==> config.mk <==
export PLATFORM = sky130hd
export DESIGN_NAME = fifo_wr_arbiter
export DESIGN_NICKNAME = d
export VERILOG_FILES = /design/src/rtl/fifo_arb_pkg.sv /design/src/rtl/rr_picker.sv /design/src/rtl/fifo_wr_arbiter.sv
export SDC_FILE = /design/constraint.sdc
export NUM_CORES = 1
export LEC_CHECK = 0
export CORE_ASPECT_RATIO = 2
export CORE_MARGIN = 2
export CORE_UTILIZATION = 34
export DETAILED_ROUTE_END_ITERATION = 10
export GPL_TIMING_DRIVEN = 0
export HOLD_SLACK_MARGIN = 0.15
export PLACE_DENSITY = 0.82
export RECOVER_POWER = 25
export SYNTH_ARGS = -nofsm -noshare
export SYNTH_HDL_FRONTEND = slang
export SYNTH_SLANG_ARGS = --single-unit
==> constraint.sdc <==
create_clock -name clk -period 2.6 [get_ports clk]
set_clock_uncertainty 0.15 [all_clocks]
set_input_delay 0.52 -clock clk [delete_from_list [all_inputs] [get_ports clk]]
set_output_delay 0.52 -clock clk [all_outputs]
set_load 0.02 [all_outputs]
==> src/rtl/fifo_arb_pkg.sv <==
// Shared types and width helpers for the FIFO write-port arbiter.
package fifo_arb_pkg;

    typedef enum logic {
        IDLE  = 1'b0,
        BURST = 1'b1
    } arb_state_e;

    localparam int unsigned DEF_NREQ      = 4;
    localparam int unsigned DEF_WIDTH     = 16;
    localparam int unsigned DEF_MAX_BURST = 8;

    // Requester id width; a single-bit id is kept even for degenerate sizes.
    function automatic int unsigned id_w(input int unsigned nreq);
        return (nreq > 1) ? $clog2(nreq) : 1;
    endfunction

    // Beat counter must hold 0..MAX_BURST.
    function automatic int unsigned cnt_w(input int unsigned max_burst);
        return (max_burst > 1) ? $clog2(max_burst + 1) : 1;
    endfunction

endpackage

==> src/rtl/rr_picker.sv <==
// Combinational round-robin select: first set request at or above ptr, wrapping to index 0.
module rr_picker
    import fifo_arb_pkg::*;
#(
    parameter  int unsigned NREQ = DEF_NREQ,
    localparam int unsigned ID_W = id_w(NREQ)
) (
    input  logic [NREQ-1:0] req,
    input  logic [ID_W-1:0] ptr,
    output logic            found,
    output logic [ID_W-1:0] idx
);

    // Wrapped region first, then the region from ptr upward; the last hit wins, so
    // the lowest index at/above ptr takes priority over anything below ptr.
    always_comb begin
        found = 1'b0;
        idx   = '0;
        for (int i = NREQ - 1; i >= 0; i--) begin
            if (req[i] && (ID_W'(i) < ptr)) begin
                found = 1'b1;
                idx   = ID_W'(i);
            end
        end
        for (int i = NREQ - 1; i >= 0; i--) begin
            if (req[i] && (ID_W'(i) >= ptr)) begin
                found = 1'b1;
                idx   = ID_W'(i);
            end
        end
    end

endmodule

==> src/rtl/fifo_wr_arbiter.sv <==
// Burst-granular round-robin arbiter sharing one synchronous-FIFO write port among NREQ producers.
module fifo_wr_arbiter
    import fifo_arb_pkg::*;
#(
    parameter  int unsigned NREQ      = DEF_NREQ,
    parameter  int unsigned WIDTH     = DEF_WIDTH,
    parameter  int unsigned MAX_BURST = DEF_MAX_BURST,
    localparam int unsigned ID_W      = id_w(NREQ)
) (
    input  logic                    clk,
    input  logic                    rst,
    input  logic [NREQ-1:0]         req_valid,
    input  logic [NREQ*WIDTH-1:0]   req_data,
    input  logic [NREQ-1:0]         req_last,
    output logic [NREQ-1:0]         req_ready,
    input  logic                    fifo_full,
    output logic                    fifo_w_en,
    output logic [WIDTH-1:0]        fifo_wdata,
    output logic                    grant_valid,
    output logic [ID_W-1:0]         grant_id,
    output logic                    trunc
);

    localparam int unsigned      CNT_W    = cnt_w(MAX_BURST);
    localparam logic [CNT_W-1:0] CNT_LAST = CNT_W'(MAX_BURST - 1);
    localparam logic [ID_W-1:0]  ID_MAX   = ID_W'(NREQ - 1);

    arb_state_e       state_q, state_d;
    logic [ID_W-1:0]  owner_q, owner_d;
    logic [ID_W-1:0]  rr_ptr_q, rr_ptr_d;
    logic [CNT_W-1:0] beat_cnt_q, beat_cnt_d;

    logic             pick_found;
    logic [ID_W-1:0]  pick_idx;
    logic             own_valid;
    logic             own_last;
    logic [WIDTH-1:0] own_data;
    logic             acc;
    logic             leave;

    rr_picker #(
        .NREQ (NREQ)
    ) u_picker (
        .req   (req_valid),
        .ptr   (rr_ptr_q),
        .found (pick_found),
        .idx   (pick_idx)
    );

    // Owner's request lines.
    always_comb begin
        own_valid = 1'b0;
        own_last  = 1'b0;
        own_data  = '0;
        for (int i = 0; i < NREQ; i++) begin
            if (owner_q == ID_W'(i)) begin
                own_valid = req_valid[i];
                own_last  = req_last[i];
                own_data  = req_data[i*WIDTH +: WIDTH];
            end
        end
    end

    // Reset in the current cycle suppresses any acceptance so no write slips through.
    assign acc   = (state_q == BURST) && !rst && !fifo_full && own_valid;
    assign leave = acc && (own_last || (beat_cnt_q == CNT_LAST));

    always_ff @(posedge clk) begin
        if (rst) begin
            state_q    <= IDLE;
            owner_q    <= '0;
            rr_ptr_q   <= '0;
            beat_cnt_q <= '0;
        end else begin
            state_q    <= state_d;
            owner_q    <= owner_d;
            rr_ptr_q   <= rr_ptr_d;
            beat_cnt_q <= beat_cnt_d;
        end
    end

    always_comb begin
        state_d    = state_q;
        owner_d    = owner_q;
        rr_ptr_d   = rr_ptr_q;
        beat_cnt_d = beat_cnt_q;
        case (state_q)
            IDLE: begin
                if (pick_found) begin
                    state_d = BURST;
                    owner_d = pick_idx;
                end
            end
            BURST: begin
                if (leave) begin
                    state_d    = IDLE;
                    beat_cnt_d = '0;
                    rr_ptr_d   = (owner_q == ID_MAX) ? '0 : owner_q + 1'b1;
                end else if (acc) begin
                    beat_cnt_d = beat_cnt_q + 1'b1;
                end
            end
            default: state_d = IDLE;
        endcase
    end

    always_comb begin
        req_ready   = '0;
        fifo_w_en   = 1'b0;
        fifo_wdata  = '0;
        grant_valid = 1'b0;
        grant_id    = '0;
        trunc       = 1'b0;
        if ((state_q == BURST) && !rst) begin
            grant_valid = 1'b1;
            grant_id    = owner_q;
            fifo_wdata  = own_data;
            fifo_w_en   = acc;
            trunc       = leave && !own_last;
            for (int i = 0; i < NREQ; i++) begin
                if (owner_q == ID_W'(i)) req_ready[i] = !fifo_full;
            end
        end
    end

endmodule
; Word level (Yosys, flattened, before mapping)
; Cells that the tools add are included.
[totals]
reg_bits = 9
latchBits = 0
ram_bits = 0
romBits = 0
inputBits = 75
out_inout_bits = 25
elab_cells = 85
memories = 0
[classes]
n_addsub = 2
n_mul = 0
div_mod_pow = 0
n_lt_le_gt_ge = 8
eq_ne = 4
shift = 0
n_mux = 44
n_bitwise = 1
n_reduce_logical = 22
[op_table]
columns = op, n
row1 = $mux W16, 5
row2 = $mux W1, 25
row3 = $mux W2, 10
row4 = $logic_and A1 B1 Y1, 13
row5 = $mux W4, 3
row6 = $reduce_and A2 Y1, 3
row7 = $add A4 B1 Y4 const B, 1
row8 = $eq A2 B2 Y1 const B, 2
row9 = $eq A4 B3 Y1 const B, 1
row10 = $ge A1 B2 Y1 const A, 2
row11 = $ge A2 B2 Y1 const A, 2
row12 = $lt A1 B2 Y1 const A, 2
row13 = $lt A2 B2 Y1 const A, 2
row14 = $logic_not A1 Y1, 3
row15 = $add A2 B1 Y2 const B, 1
row16 = $eq A2 B1 Y1 const B, 1
row17 = $logic_not A2 Y1, 1
row18 = $pmux W1 S2, 1
row19 = $reduce_bool A2 Y1, 1
row20 = $logic_or A1 B1 Y1, 1
row21 = $not A1 Y1, 1

; Depth between registers and ports, before layout
; Gate-level depths: netlist of run 1.
[depth]
ltp_word = 12
mapped_depth = 8

; Hierarchy
; A second synthesis of run 1 with hierarchy kept.
[unflattened]
cells_unflattened = 183
hier_area_um2 = 1248.7
[modules_own_cells]
columns = module, n_inst, cells_per_inst, area_each_um2, seq_area_each_um2
row1 = fifo_wr_arbiter, 1, 171, 1174.9, 180.2
row2 = rr_picker, 1, 12, 73.8, 0.0

; Worst setup path before layout of run 1
; No wires, ideal clock.
[synth_timing]
path_type = register -> output
startpoint = register owner_q[1]
endpoint = output port fifo_wdata[10]
t_arrival_ns = 1.835
required_time_ns = 1.930
slack_ns = 0.095
stages_incl_launch_ff = 9
n_path_buf = 2
cell_sequence = dfxtp_1 -> inv_1 -> ha_1 -> and2b_1 -> clkbuf_2 -> buf_4 -> a221oi_1 -> a211o_1 -> a21oi_1
[synth_between]
elab_chain_len = 6
elab_cells_between_ends = 9
[synth_rtl]
columns = element, line_no
row1 = from (decl), fifo_wr_arbiter.sv:29  ; logic [ID_W-1:0] owner_q, owner_d;
row2 = from (signal assigned), fifo_wr_arbiter.sv:76  ; owner_q <= owner_d;
row3 = $logic_not A2 Y1, fifo_wr_arbiter.sv:56  ; if (owner_q == ID_W'(i)) begin
row4 = $mux W16 (3 in a row), fifo_wr_arbiter.sv:56
row5 = $mux W16 (*), fifo_wr_arbiter.sv:56
row6 = $mux W16 (*), fifo_wr_arbiter.sv:114  ; if ((state_q == BURST) && !rst) begin
row7 = to (decl), fifo_wr_arbiter.sv:18  ; output logic [WIDTH-1:0] fifo_wdata,
; Every way passes the cells marked *; elsewhere a longest branch is shown, timed or not.

; Final worst setup path of run 1
[layout_timing]
startpoint = register owner_q[1]
endpoint = output port fifo_wdata[7]
; The elaborated chain is that of the path after synthesis.

==> key figures, run 1 <==
Yosys
  • Cell count after synthesis: 179
  • Seq/Total Area, Yosys: 0.140
  • Synth Cell Area: 0.00128 mm²
  • Compound-gate portion of the synthesized area: 0.463
  • YS warnings: 0
  • Mapped Avg Cell Area: 7.18 µm²
  • Largest family of logic cells by synthesized area: compound AO/OA/AOI/OAI gates
  • Syn Nets: 259
  • Post-synth cell types: 43
  • Post-Synth Simple-Gate Area: 0.187
  • #FFs+latches synth: 9
  • Post-synthesis adder-cell area fraction: 0.0487
  • Synth Area in XOR/XNOR: 0
  • Mux cell area share after synthesis: 0.0253

Placement
  • DP Wirelength: 3890 µm
  • Port Buffers: 99
  • Placed cell count: 327
  • GPL Wtd Cong: 0.806

Layout
  • Non-Filler Instances: 339
  • Diode count: 0
  • Final Util: 0.715
  • Share of layout cells above drive strength 1: 0.272
  • Nets: 371
  • Area grow syn2layout: 101%

Timing
  • Hold Vio Cnt, Final: 0
  • Setup violations, final: 1
  • Fin crit share: 1.00
  • RSZ-0062 raised after global routing: true
  • Achievable frequency: 383 MHz
  • Minimum clock period: 2.61 ns
  • Slew @ Worst Pin: 0.515 ns
  • Fin Hold WS: 0.337 ns
  • PnR worst setup slack: -0.00837 ns
  • Max Slew Vio Count: 0
  • Worst slew margin: 0.654
  • TNS Setup: -0.00837 ns

Floorplanning
  • Core Footprint: 0.00361 mm²
  • IO Pins: 100
  • DIE HEIGHT: 90.9 µm
  • Effective utilization at floorplan: 0.356
  • Core Rows: 31
  • Die area: 0.00432 mm²
  • Die Wd: 47.5 µm

Worst setup path
  • Crit path required time: 1.93 ns
  • Critical Path AT: 1.94 ns
  • Crit Path Max Fanout: 8
  • CP Launch Type: flop
  • CP endpoint kind: output port
  • Setup Crit Path Kind: reg -> out

Route
  • DR pass1 iterations: 4
  • DRC viols: 0
  • Initial DRC Count: 20
  • Vias per cell: 5.17
  • Wire per inst: 15.2 µm
  • Vias: 1754
  • DRT Wirelength: 5140 µm
  • Final ANT Viol Nets: 0

Global routing
  • Largest net degree at the start of global routing: 11
  • Initial antenna violation count: 0
  • All-Layer GR Usage: 0.237
  • Vias in the first global route: 1778
  • Global route total overflow: 0
  • First-pass GRT wire length: 7850 µm

Job
  • Max_cap viols: 0

Clock network
  • Clk sinks: 9
  • Clk slew on worst S/H paths: 0.04 ns
  • Root buffer cell: clkbuf_8
  • Num CTS Buffers: 3
  • H-Tree Depth: 1
  • Clk buf depth: 2
  • Post-CTS Hold Buffers: 0
  • Clk_lat worst skew: 0.23 ns
  • CTS tree: built

Run status
  • Status: finished, violations left
  • Failing checks: setup timing

Pwr
  • Worst vdd ir: 0.305 mV
  • PwrDens: 279 mW/mm²
  • Total power: 721 µW
  • Leak Pwr: 0.00114 µW

Worst hold path
  • Hold Path Class: reg -> reg
## registers in the layout (all words and copies together) (netlist names)
| signal | cells |
|---|---|
| beat_cnt_q | 4 |
| owner_q | 2 |
| rr_ptr_q | 2 |
| state_q | 1 |
## synthesized netlist by cell type
cell type	count	area share
nand2_1	18	0.053
o32ai_1	3	0.020
and2b_1	1	0.0058
nand3b_1	2	0.012
a211o_1	17	0.12
buf_2	1	0.0039
a211oi_2	1	0.0097
clkbuf_1	11	0.032
nor4_1	1	0.0049
o221ai_1	1	0.0068
o211ai_1	1	0.0058
a21oi_1	21	0.082
o21ai_0	2	0.0078
o22ai_1	1	0.0049
mux2i_1	1	0.0078
mux2_1	2	0.018
ha_1	5	0.049
o21a_1	1	0.0058
inv_1	26	0.076
a21oi_2	1	0.0068
dfxtp_1	9	0.14
a21boi_0	1	0.0058
o221ai_2	1	0.012
nor2_4	1	0.0088
nand2b_1	3	0.015
a221oi_4	1	0.020
nor2b_1	2	0.0097
nor3b_1	1	0.0058
a21o_1	1	0.0058
a221oi_1	16	0.11
nand3b_4	1	0.016
o2111ai_1	1	0.0068
o22a_1	1	0.0068
a211oi_1	1	0.0058
nor2_1	8	0.023
o311ai_0	1	0.0068
and2_1	5	0.024
buf_4	2	0.012
buf_6	1	0.0088
clkbuf_2	1	0.0039
and3_1	1	0.0049
o221a_2	2	0.018
and2_0	1	0.0049
## stage by stage
step | cell area [µm²] | setup slack [ns]
floorplan | 1280 | 0.0952
global placement | 2340 | -0.742
detailed placement | 2340 | -0.775
CTS | 2530 | 0.00605
global route | 2580 | -0.0580
finish | 2580 | -0.00837
## layer usage
layer	global-route usage	routed length, µm	vias up
met4	0.0833	150	0
li1	-	-	887
met1	0.226	1740	786
met3	0.0437	330	17
met2	0.449	2910	64
met5	0	0	-
## area by class of cell
class                      count  area, µm²
timing repair buffer         107        981
clock buffer                   4       45.0
sequential                     9        188
buffer                        16        143
tap                           49       61.3
multi-input combinational    128       1060
inverter                      26        100
fill                         292       1030
## layout by cell type, fill, tap and decap left out, types with 5 or more instances in the layout
cell type / Yosys / routed
clkbuf_2: 1 / 5
buf_2: 1 / 7
dlygate4sd2_1: 0 / 8
a221oi_2: 0 / 9
a21oi_1: 21 / 15
nor2_1: 8 / 8
nand2_1: 18 / 18
a221oi_1: 16 / 7
a211o_1: 17 / 17
inv_1: 26 / 23
clkdlybuf4s50_1: 0 / 70
and2_1: 5 / 5
dfxtp_1: 9 / 7
a21oi_2: 1 / 7
clkbuf_8: 0 / 5
buf_4: 2 / 20
## power by group
group | switching [µW] | leakage (µW) | internal, µW
clock network | 52.8 | 0.0000228 | 107
logic | 169 | 0.00105 | 243
registers | 6.69 | 0.0000747 | 142
## critical path, stage by stage, from the launching register on
cell and delay [ns]:
dfxtp_4 0.36, inv_4 0.05, ha_4 0.16, and2b_1 0.21
buf_8 0.13, buf_6 0.13, a221oi_2 0.06, a211o_1 0.24
a21oi_1 0.18, buf_4 0.17
## path summary, 6_finish.rpt
| check | start | end | slack (ns) | cells past startpoint |
|---|---|---|---|---|
| setup / recovery | owner_q[1]$_SDFFE_PP0P_ | fifo_wdata[7] | -0.008 | 9 |
| hold / removal | beat_cnt_q[1]$_SDFFE_PP0P_ | beat_cnt_q[1]$_SDFFE_PP0P_ | 0.34 | 2 |
| setup reg to reg | owner_q[0]$_SDFFE_PP0P_ | rr_ptr_q[1]$_SDFFE_PP0P_ | 0.47 | 8 |
| hold reg to reg | beat_cnt_q[1]$_SDFFE_PP0P_ | beat_cnt_q[1]$_SDFFE_PP0P_ | 0.34 | 2 |
## what timing repair did
action / 4_1_cts / 5_1_grt
resized for setup: 140 / 20
endpoints found under the setup margin: 25 / 17
buffers inserted: 7 / 0
pin swaps: 15 / 8
gates cloned: 1 / 0
## cells by family (layout without fill, tap and decap cells)
logic type,after synthesis,in the layout
AOI/OAI and AO/OA,75,75
and+or+nand+nor,45,45
buffers and inverters,42,153
DFF,9,9
adders and majority gates,5,5
muxes,3,3
Note: power is estimated with default switching activity, not from simulation.
==> run 2: changes to the inputs <==
Settings changed: GPL_TIMING_DRIVEN 0 to default.
==> key figures, run 2 (synthesis results as in run 1) <==
Pwr
  • Worst vdd ir: 0.361 mV (was 0.305 mV)
  • Leak Pwr: 0.00118 µW (was 0.00114 µW)
  • PwrDens: 273 mW/mm² (was 279 mW/mm²)

Global routing
  • Global route total overflow: 0 (unchanged)
  • Largest net degree at the start of global routing: 20 (was 11)
  • First-pass GRT wire length: 7300 µm (was 7850 µm)
  • Initial antenna violation count: 0 (unchanged)
  • All-Layer GR Usage: 0.225 (was 0.237)
  • Vias in the first global route: 1691 (was 1778)

Timing
  • Hold Vio Cnt, Final: 0 (unchanged)
  • Worst slew margin: 0.759 (was 0.654)
  • Minimum clock period: 2.54 ns (was 2.61 ns)
  • Setup violations, final: 0 (was 1)
  • RSZ-0062 raised after global routing: true (unchanged)
  • Max Slew Vio Count: 0 (unchanged)
  • Fin crit share: 0.977 (was 1.00)
  • Achievable frequency: 394 MHz (was 383 MHz)
  • Fin Hold WS: 0.347 ns (was 0.337 ns)
  • Slew @ Worst Pin: 0.358 ns (was 0.515 ns)

Route
  • Final ANT Viol Nets: 0 (unchanged)
  • DR pass1 iterations: 4 (unchanged)
  • Initial DRC Count: 21 (was 20)
  • Vias: 1820 (was 1754)
  • DRT Wirelength: 5030 µm (was 5140 µm)
  • DRC viols: 0 (unchanged)
  • Vias per cell: 5.16 (was 5.17)
  • Wire per inst: 14.2 µm (was 15.2 µm)

Floorplanning
  • IO Pins: 100 (unchanged)
  • Effective utilization at floorplan: 0.356 (unchanged)
  • Die Wd: 47.5 µm (unchanged)
  • Core Rows: 31 (unchanged)
  • Core Footprint: 0.00361 mm² (unchanged)
  • DIE HEIGHT: 90.9 µm (unchanged)
  • Die area: 0.00432 mm² (unchanged)

Worst setup path
  • Levels on crit path: 6 (was 9)
  • Slowest stage delay, CP: 0.41 ns (was 0.36 ns)
  • CP Launch Type: input pin (was flop)
  • Setup Crit Path Kind: in -> out (was reg -> out)
  • Reg2Reg Depth: 9 (was 8)
  • Worst Path Buf+Inv: 3 (was 4)
  • FF-to-FF Start: owner_q[1]$_SDFFE_PP0P_ (was owner_q[0]$_SDFFE_PP0P_)
  • Worst Setup SP: rst (was owner_q[1]$_SDFFE_PP0P_)
  • CP endpoint kind: output port (unchanged)
  • Critical Path AT: 1.87 ns (was 1.94 ns)
  • Crit-path leading delay family: buffers and inverters (unchanged)
  • Crit Path Max Fanout: 4 (was 8)
  • Crit path cell chain: clkdlybuf4s50_1, nand2b_1, nor2_4, buf_4, and2_1, clkdlybuf4s15_1 (was inv_4, ha_4, and2b_1, buf_8, buf_6, a221oi_2, a211o_1, a21oi_1, buf_4)
  • CP max-delay cell: clkdlybuf4s50_1 (was dfxtp_4)
  • Reg2reg setup slack: 0.40 ns (was 0.47 ns)
  • R2r endpoint: rr_ptr_q[1]$_SDFFE_PP0P_ (unchanged)
  • Crit path required time: 1.93 ns (about the same)
  • Crit path capture: req_ready[1] (was fifo_wdata[7])

Clock network
  • Num CTS Buffers: 3 (unchanged)
  • Root buffer cell: clkbuf_8 (unchanged)
  • CTS tree: built (unchanged)
  • Clk sinks: 9 (unchanged)
  • Clk buf depth: 2 (unchanged)
  • H-Tree Depth: 1 (unchanged)
  • Clk slew on worst S/H paths: 0.04 ns (about the same)
  • Clk_lat worst skew: 0.24 ns (was 0.23 ns)

Worst hold path
  • Hold Path Class: reg -> reg (unchanged)
  • Worst hold stages: 2 (unchanged)

Job
  • Max_cap viols: 0 (unchanged)

Layout
  • Most frequent cells in the layout: 72 x clkdlybuf4s50_1, 40 x buf_4, 24 x inv_1 (was 70 x clkdlybuf4s50_1, 23 x inv_1, 20 x buf_4)
  • Biggest regs: beat_cnt_q: 4 flops, owner_q: 2 flops, rr_ptr_q: 2 flops (unchanged)
  • Number of flip-flops in the largest register: 4 (unchanged)
  • Nets: 385 (was 371)
  • Area grow syn2layout: 103% (was 101%)
  • Share of layout cells above drive strength 1: 0.266 (was 0.272)
  • Final Util: 0.723 (was 0.715)
  • Most flop-heavy register: beat_cnt_q (unchanged)
  • Diode count: 0 (unchanged)
  • Most common cell after layout, fill and taps aside: clkdlybuf4s50_1 (unchanged)

Placement
  • Port Buffers: 99 (unchanged)
  • GPL Wtd Cong: 0.810 (was 0.806)
  • DP Wirelength: 3950 µm (was 3890 µm)

Run status
  • Status: completed (was finished, violations left)
run 2: changes by cell type in the layout (fill, tap and decap cells not counted), moves of 3 or more:
cell           previous run  this run
buf_8                     3         0
clkbuf_4                  3         0
a221oi_2                  9         2
buf_4                    20        40
clkbuf_2                  5         2
a221oi_1                  7        14
a21oi_1                  15        20
a21oi_2                   7         2
dlygate4sd2_1             8         3
buf_2                     7        11
run 2: area by class of cell:
class	instances	area, µm²
clock buffers	4	45.0
flip-flops and latches	9	185
fillers	312	998
repair buffers	137	1220
multi-input cells	128	996
well taps	49	61.3
inverters	26	100
run 2: tightest hold or removal path: cells and delay by family, from the launching register on:
family | cells | cell delay, ns
buf+inv | 1 | 0.05
flops | 1 | 0.32
compound gates | 1 | 0.08
run 2: where the power goes:
part,internal (µW),switching (µW)
Clock,107,56.5
Sequential,143,5.44
Combinational,244,157
Total,494,219
run 2: per-layer routing:
| layer | wire length (µm) | part of all wire | GRT usage | vias up |
|---|---|---|---|---|
| li1 | - | - | - | 910 |
| met1 | 1710 | 0.34 | 0.205 | 833 |
| met2 | 2860 | 0.57 | 0.441 | 64 |
| met3 | 320 | 0.064 | 0.0338 | 13 |
| met4 | 145 | 0.029 | 0.0764 | 0 |
| met5 | 0 | 0 | 0 | - |
run 2: timing repair:
action	in CTS	in global routing
endpoints found under the hold margin	0	0
pin swaps	1	7
hold buffers	0	0
setup endpoints to repair	25	22
resized for setup	87	26
buffers inserted	1	5
run 2: per-stage QoR:
step,instance area (µm²),worst slack (ns),power (µW),std cells,setup TNS [ns]
floorplan,1280,0.0952,324,179,0
global placement,2520,-0.363,540,343,-5.25
detailed placement,2520,-0.411,545,343,-5.67
CTS,2500,0.00204,703,348,0
global route,2610,-0.0165,756,353,-0.0540
finish,2610,0.0590,713,353,0
run 2: how the worst min path moves through the flow:
stage	endpoint	slack [ns]	startpoint
5_1_grt	beat_cnt_q[3]$_SDFFE_PP0P_	0.37	beat_cnt_q[3]$_SDFFE_PP0P_
4_1_cts	beat_cnt_q[3]$_SDFFE_PP0P_	0.35	beat_cnt_q[3]$_SDFFE_PP0P_
2_1_floorplan	beat_cnt_q[3]$_SDFFE_PP0P_	0.31	beat_cnt_q[3]$_SDFFE_PP0P_
3_3_place_gp	beat_cnt_q[1]$_SDFFE_PP0P_	0.33	beat_cnt_q[1]$_SDFFE_PP0P_
3_5_place_dp	beat_cnt_q[1]$_SDFFE_PP0P_	0.33	beat_cnt_q[1]$_SDFFE_PP0P_
6_report	beat_cnt_q[3]$_SDFFE_PP0P_	0.35	beat_cnt_q[3]$_SDFFE_PP0P_
